<file path="config.mk">
export PLATFORM = sky130hd
export DESIGN_NAME = obi_sram_bridge
export DESIGN_NICKNAME = d
export VERILOG_FILES = /design/src/rtl/obi_sram_bridge.sv
export SDC_FILE = /design/constraint.sdc
export NUM_CORES = 1
export LEC_CHECK = 0
export CORE_UTILIZATION = 23
export DETAILED_ROUTE_END_ITERATION = 8
export GPL_TIMING_DRIVEN = 0
export HOLD_SLACK_MARGIN = 0.03
export PLACE_DENSITY = 0.44
export SLEW_MARGIN = 20
export SYNTH_ARGS = -nofsm -noshare
export SYNTH_HDL_FRONTEND = slang
export SYNTH_SLANG_ARGS = --single-unit
</file>
<file path="constraint.sdc">
create_clock -name clk -period 3.65 [get_ports clk]
set_input_delay 0.5475 -clock clk [delete_from_list [all_inputs] [get_ports clk]]
set_output_delay 0.5475 -clock clk [all_outputs]
set_load 0.005 [all_outputs]
</file>
<file path="src/rtl/obi_sram_bridge.sv">
// OBI-style bus target: SRAM window plus a small CSR bank.
// A CTRL write sweeps the SRAM with zeros while the bus is stalled.
module obi_sram_bridge #(
  parameter int unsigned DEPTH    = 1024,
  parameter logic [11:0] REG_BASE = 12'h001
) (
  input  logic        clk,
  input  logic        rst,
  input  logic        req,
  input  logic        we,
  input  logic [3:0]  be,
  input  logic [23:0] addr,
  input  logic [31:0] wdata,
  output logic        gnt,
  output logic        rvalid,
  output logic [31:0] rdata,
  output logic [9:0]  sram_addr,
  output logic [31:0] sram_bm,
  output logic [31:0] sram_din,
  output logic        sram_wen,
  output logic        sram_men,
  output logic        sram_ren,
  input  logic [31:0] sram_dout
);

  typedef enum logic {
    S_IDLE,
    S_CLEAR
  } state_t;

  localparam logic [10:0] LAST = 11'(DEPTH - 1);
  localparam logic [31:0] UNMAPPED = 32'hBADC0DE0;

  state_t      state_q, state_d;
  logic [10:0] sweep_q, sweep_d;

  logic [31:0] scratch_q;
  logic [31:0] rdcnt_q;
  logic [31:0] wrcnt_q;

  logic        rvalid_q;
  logic        rsram_q;
  logic [31:0] rreg_q;

  logic        hit_sram;
  logic        hit_reg;
  logic [1:0]  ridx;
  logic [31:0] bmask;
  logic [31:0] reg_rd;
  logic        ctrl_go;
  logic        unused;

  assign hit_sram = (addr[23:12] == 12'h000);
  assign hit_reg  = (addr[23:12] == REG_BASE);
  assign ridx     = addr[3:2];
  assign unused   = ^addr[1:0];

  always_comb begin
    bmask = '0;
    for (int i = 0; i < 4; i++) begin
      bmask[8*i +: 8] = {8{be[i]}};
    end
  end

  // Requests are only ever accepted in IDLE and outside reset.
  assign gnt = req & ~rst & (state_q == S_IDLE);

  assign ctrl_go = gnt & hit_reg & we & (ridx == 2'd0)
                 & be[0] & wdata[0];

  always_comb begin
    reg_rd = UNMAPPED;
    if (hit_reg) begin
      unique case (1'b1)
        ridx == 2'd0: reg_rd = {31'b0, state_q == S_CLEAR};
        ridx == 2'd1: reg_rd = scratch_q;
        ridx == 2'd2: reg_rd = rdcnt_q;
        ridx == 2'd3: reg_rd = wrcnt_q;
        default:      reg_rd = UNMAPPED;
      endcase
    end
  end

  always_comb begin
    state_d   = state_q;
    sweep_d   = sweep_q;
    sram_men  = 1'b0;
    sram_wen  = 1'b0;
    sram_ren  = 1'b0;
    sram_addr = '0;
    sram_bm   = '0;
    sram_din  = '0;
    unique case (state_q)
      S_IDLE: begin
        if (gnt && hit_sram) begin
          sram_men  = 1'b1;
          sram_wen  = we;
          sram_ren  = ~we;
          sram_addr = addr[11:2];
          sram_bm   = bmask;
          sram_din  = wdata;
        end
        if (ctrl_go) begin
          state_d = S_CLEAR;
          sweep_d = '0;
        end
      end
      S_CLEAR: begin
        sram_men  = 1'b1;
        sram_wen  = 1'b1;
        sram_addr = sweep_q[9:0];
        sram_bm   = '1;
        sweep_d   = sweep_q + 11'd1;
        if (sweep_q == LAST) begin
          state_d = S_IDLE;
          sweep_d = '0;
        end
      end
      default: begin
        state_d = S_IDLE;
        sweep_d = '0;
      end
    endcase
  end

  always_ff @(posedge clk) begin
    if (rst) begin
      state_q <= S_IDLE;
      sweep_q <= '0;
    end else begin
      state_q <= state_d;
      sweep_q <= sweep_d;
    end
  end

  always_ff @(posedge clk) begin
    if (rst) begin
      scratch_q <= '0;
      rdcnt_q   <= '0;
      wrcnt_q   <= '0;
    end else begin
      if (gnt && hit_sram) begin
        if (we) wrcnt_q <= wrcnt_q + 32'd1;
        else    rdcnt_q <= rdcnt_q + 32'd1;
      end
      if (gnt && hit_reg && we) begin
        unique case (1'b1)
          ridx == 2'd1:
            scratch_q <= (scratch_q & ~bmask) | (wdata & bmask);
          ridx == 2'd2: rdcnt_q <= '0;
          ridx == 2'd3: wrcnt_q <= '0;
          default: ;
        endcase
      end
    end
  end

  // Register/unmapped read data is frozen at grant; SRAM data comes later.
  always_ff @(posedge clk) begin
    if (rst) begin
      rvalid_q <= 1'b0;
      rsram_q  <= 1'b0;
      rreg_q   <= '0;
    end else begin
      rvalid_q <= gnt;
      rsram_q  <= gnt & hit_sram & ~we;
      rreg_q   <= (gnt && !we && !hit_sram) ? reg_rd : 32'h0;
    end
  end

  assign rvalid = rvalid_q;
  assign rdata  = !rvalid_q ? 32'h0
                : rsram_q   ? sram_dout
                :             rreg_q;

endmodule

</file>
==> results of run 1 <==
==> what timing repair did <==
action | 4_1_cts | 5_1_grt
resized for setup | 32 | 16
endpoints found under the setup margin | 78 | 64
buffers inserted | 6 | 3
endpoints found under the hold margin | 0 | 0
pin swaps | 4 | 3
==> routing by layer <==
layer,global-route usage,up-vias
li1,-,3652
met1,0.215,3507
met2,0.286,216
met3,0.0316,9
met4,0.0314,0
met5,0,-
==> cells in the final DEF, fill, tap and decap left out, drive strengths merged, types with 31 or more instances in the layout <==
cell type	synthesis	routed
nor2b	38	38
and3	44	44
dfxtp	142	142
clkbuf	39	53
buf	45	56
nand2	40	40
clkdlybuf4s50	0	201
a22oi	31	31
nand4	39	39
a21oi	44	44
mux2i	65	65
nor2	103	103
==> worst paths after layout <==
kind | from | endpoint | slack, ns | cells past startpoint
setup / recovery | req | sram_din[31] | 0.10 | 8
hold / removal | sweep_q[10] | sweep_q[10] | 0.49 | 1
setup reg to reg | wrcnt_q[3] | wrcnt_q[25] | 0.89 | 6
hold reg to reg | sweep_q[10] | sweep_q[10] | 0.49 | 1
==> cells by family (layout without fill, tap and decap cells) <==
family,after synthesis,count (layout)
AOI/OAI and AO/OA,129,129
xor gates and xnor gates,42,42
buffers and inverters,96,338
and+or+nand+nor,382,382
muxes,96,96
adders and majority gates,3,3
DFF,142,142
==> power groups by stage <==
stage | sequential (mW) | combinational [mW] | clock, mW
2_1_floorplan | 1.59 | 0.0778 | 0
3_3_place_gp | 1.60 | 0.242 | 0
3_5_place_dp | 1.60 | 0.243 | 0
4_1_cts | 1.56 | 0.251 | 1.85
5_1_grt | 1.56 | 0.268 | 1.92
6_report | 1.56 | 0.250 | 1.81
==> final cells by class <==
type,count,area [sq um]
buffer,83,500
clock buffer,17,425
clock inverter,15,176
fill,3503,21700
inverter,12,50.0
multi-input combinational,652,4410
sequential,142,2840
tap,442,553
timing repair buffer,211,2090
==> worst max-delay path, stage by stage <==
cell	delay, ns
sky130_fd_sc_hd__clkdlybuf4s50_1	0.55
sky130_fd_sc_hd__or3b_1	0.35
sky130_fd_sc_hd__clkbuf_4	0.23
sky130_fd_sc_hd__inv_6	0.14
sky130_fd_sc_hd__buf_4	0.21
sky130_fd_sc_hd__buf_4	0.22
sky130_fd_sc_hd__and3_1	0.17
sky130_fd_sc_hd__clkdlybuf4s50_1	0.56
==> through the flow <==
step / setup slack [ns] / utilization / TNS (ns)
floorplan: 0.879 / - / 0
global placement: -0.982 / 0.314 / -53.61
detailed placement: -0.999 / 0.314 / -54.59
CTS: -0.0422 / 0.337 / -0.516
global route: 0.00387 / 0.338 / 0
finish: 0.105 / 0.338 / 0
==> summary.log, run 1 <==
INFO  cells_and_area post_route_cells_drive_above_1_share=0.127
INFO  routing        drc_errors=0
INFO  synthesis      postSynthRegisterBits=142
INFO  die            chipHeight=185um
INFO  cells_and_area fin_nets=1218
INFO  power          power_density=327nW/um^2
INFO  routing        detailroute.wirelength.met2=13.8mm
INFO  global_routing grt_pass1_vias=7158
INFO  global_routing initial_antenna_violation_count=0
INFO  synthesis      synth.most_common_cell=sky130_fd_sc_hd__dfxtp_1
INFO  synthesis      yosysWarningCount=0
INFO  die            rows=66
INFO  cells_and_area layoutNonFillerInstCount=1574
INFO  sta            max_slew_margin=0.319
INFO  synthesis      commonest_cells_post_synth=sky130_fd_sc_hd__dfxtp_1, sky130_fd_sc_hd__nor2_1, sky130_fd_sc_hd__mux2i_1
INFO  placement      placed_cell_area=10300squm
INFO  die            placeableCoreArea=32700squm
INFO  sta            final.min_clock_period=3.55ns
INFO  die            die_w=185um
INFO  synthesis      netlist.area_leader.share=0.370
INFO  power          ir_drop=0.000278V
INFO  power          power_frac_seq=0.431
INFO  power          p_sw=901uW
INFO  routing        highest_layer=met4
INFO  sta            period_share=0.971
INFO  synthesis      synth_compound_gate_area_share=0.105
INFO  clock_network  clock-sinks=142
INFO  worst_setup_path critPathCaptureType=output port
INFO  placement      gp_congestion=0.841
INFO  routing        route.antenna.remaining_nets=0
INFO  global_routing global_route.usage.total=0.166
INFO  die            die_area=34100squm
INFO  placement      io_buffers=202
INFO  worst_setup_path crit_type=input port to output port
INFO  synthesis      synthMuxAreaShare=0.132
INFO  power          design_power_total=3.62mW
INFO  cells_and_area layout.cell_area.non_filler=11000squm
INFO  synthesis      post_synth_fa_ha_maj_area_fraction=0.00489
INFO  global_routing remaining_global_route_overflow=0
INFO  run            max_cap_violations=0
INFO  routing        totalWireLength=28.3mm
INFO  clock_network  tritoncts_clock_tree=done
INFO  die            floorplan.initialDensity=0.235
INFO  routing        detail_route.wirelength.met1=13.1mm
INFO  sta            timing_worst_slew_pin_value=1.01ns
INFO  synthesis      synth.net_count=989
INFO  power          cellLeakagePower=4.08nW
INFO  clock_network  cts_inserted_buffers=17
INFO  clock_network  hold_fix_buffers_cts=0
INFO  synthesis      synth.distinct_cells=55
INFO  routing        route.vias.total=7384
INFO  synthesis      synth_xor_xnor_area_share=0.0479
INFO  routing        route.met3.wl=1.32mm
INFO  power          comb_power_share=0.069
INFO  synthesis      combinational_family_with_the_most_area_after_synthesis=simple AND/OR/NAND/NOR gates
INFO  synthesis      synth_ff_type=sky130_fd_sc_hd__dfxtp_1
INFO  synthesis      netlist_instances=890
INFO  synthesis      syn-cell-area=7680squm
INFO  synthesis      synth_simple_gate_area_share=0.277
INFO  cells_and_area n_antenna_cell=0
INFO  synthesis      synth_area_leaders=sky130_fd_sc_hd__dfxtp_1, sky130_fd_sc_hd__mux2i_1, sky130_fd_sc_hd__nor2_1
INFO  routing        routedWlPerCell=18.0um
INFO  sta            rsz0062_at_grt=false
INFO  routing        vias_per_cell=4.69
INFO  placement      post-place-cells=1534
INFO  sta            max_freq=282MHz
INFO  worst_setup_path cp_data_arrival_time=3.00ns
INFO  outcome        run_status=finished clean
INFO  synthesis      async_flop_share=0
INFO  global_routing grt_pass1_wl=42.5mm
INFO  routing        drt_first_pass_iters=5
INFO  worst_setup_path peak_fanout_along_the_critical_path=10
INFO  clock_network  worst_skew_pair.late_latency=0.43ns
INFO  hold_path      hold_path_class=flip-flop to flip-flop
INFO  worst_setup_path timing.critical_path.from_type=input port
INFO  clock_network  clock_slew_at_reported_path_ffs=0.07ns
INFO  routing        first_iter_violations=416
INFO  placement      place_hpwl=22.0mm
INFO  clock_network  cts_max_level=4
INFO  global_routing grt_start_max_net_pins=17
INFO  sta            fin_skew=0.0178ns
INFO  power          internal-power=2.72mW
INFO  synthesis      syn-mean-instance-area=8.63squm
INFO  power          switching_share=0.249
INFO  cells_and_area layout-area-overhead-vs-synth=43.9%
INFO  synthesis      ys_seq_area_frac=0.370
INFO  sta            hold_ws=0.487ns
INFO  synthesis      number_of_enable_type_register_cells_in_the_synthesized_netlist=0
INFO  power          clock_power_share=0.499
INFO  worst_setup_path req_time_crit_path=3.10ns
INFO  synthesis      synth_area_leader_cell=sky130_fd_sc_hd__dfxtp_1
INFO  sta            final_hold_viol_count=0
INFO  sta            setup_viol_count_final=0
INFO  clock_network  clock_tree.root_cell=sky130_fd_sc_hd__clkbuf_16
INFO  clock_network  ctsLongestPathBuffers=2
INFO  die            ios=207
INFO  sta            timing.final.max_slew_violations=0
Note: power is estimated with default switching activity, not from simulation.
==> run 2: changes to the inputs <==
Settings changed: CTS_CLUSTER_SIZE set to 24.
==> results of run 2 <==
No change in the layout: final DEF, timing and power equal those of run 1.
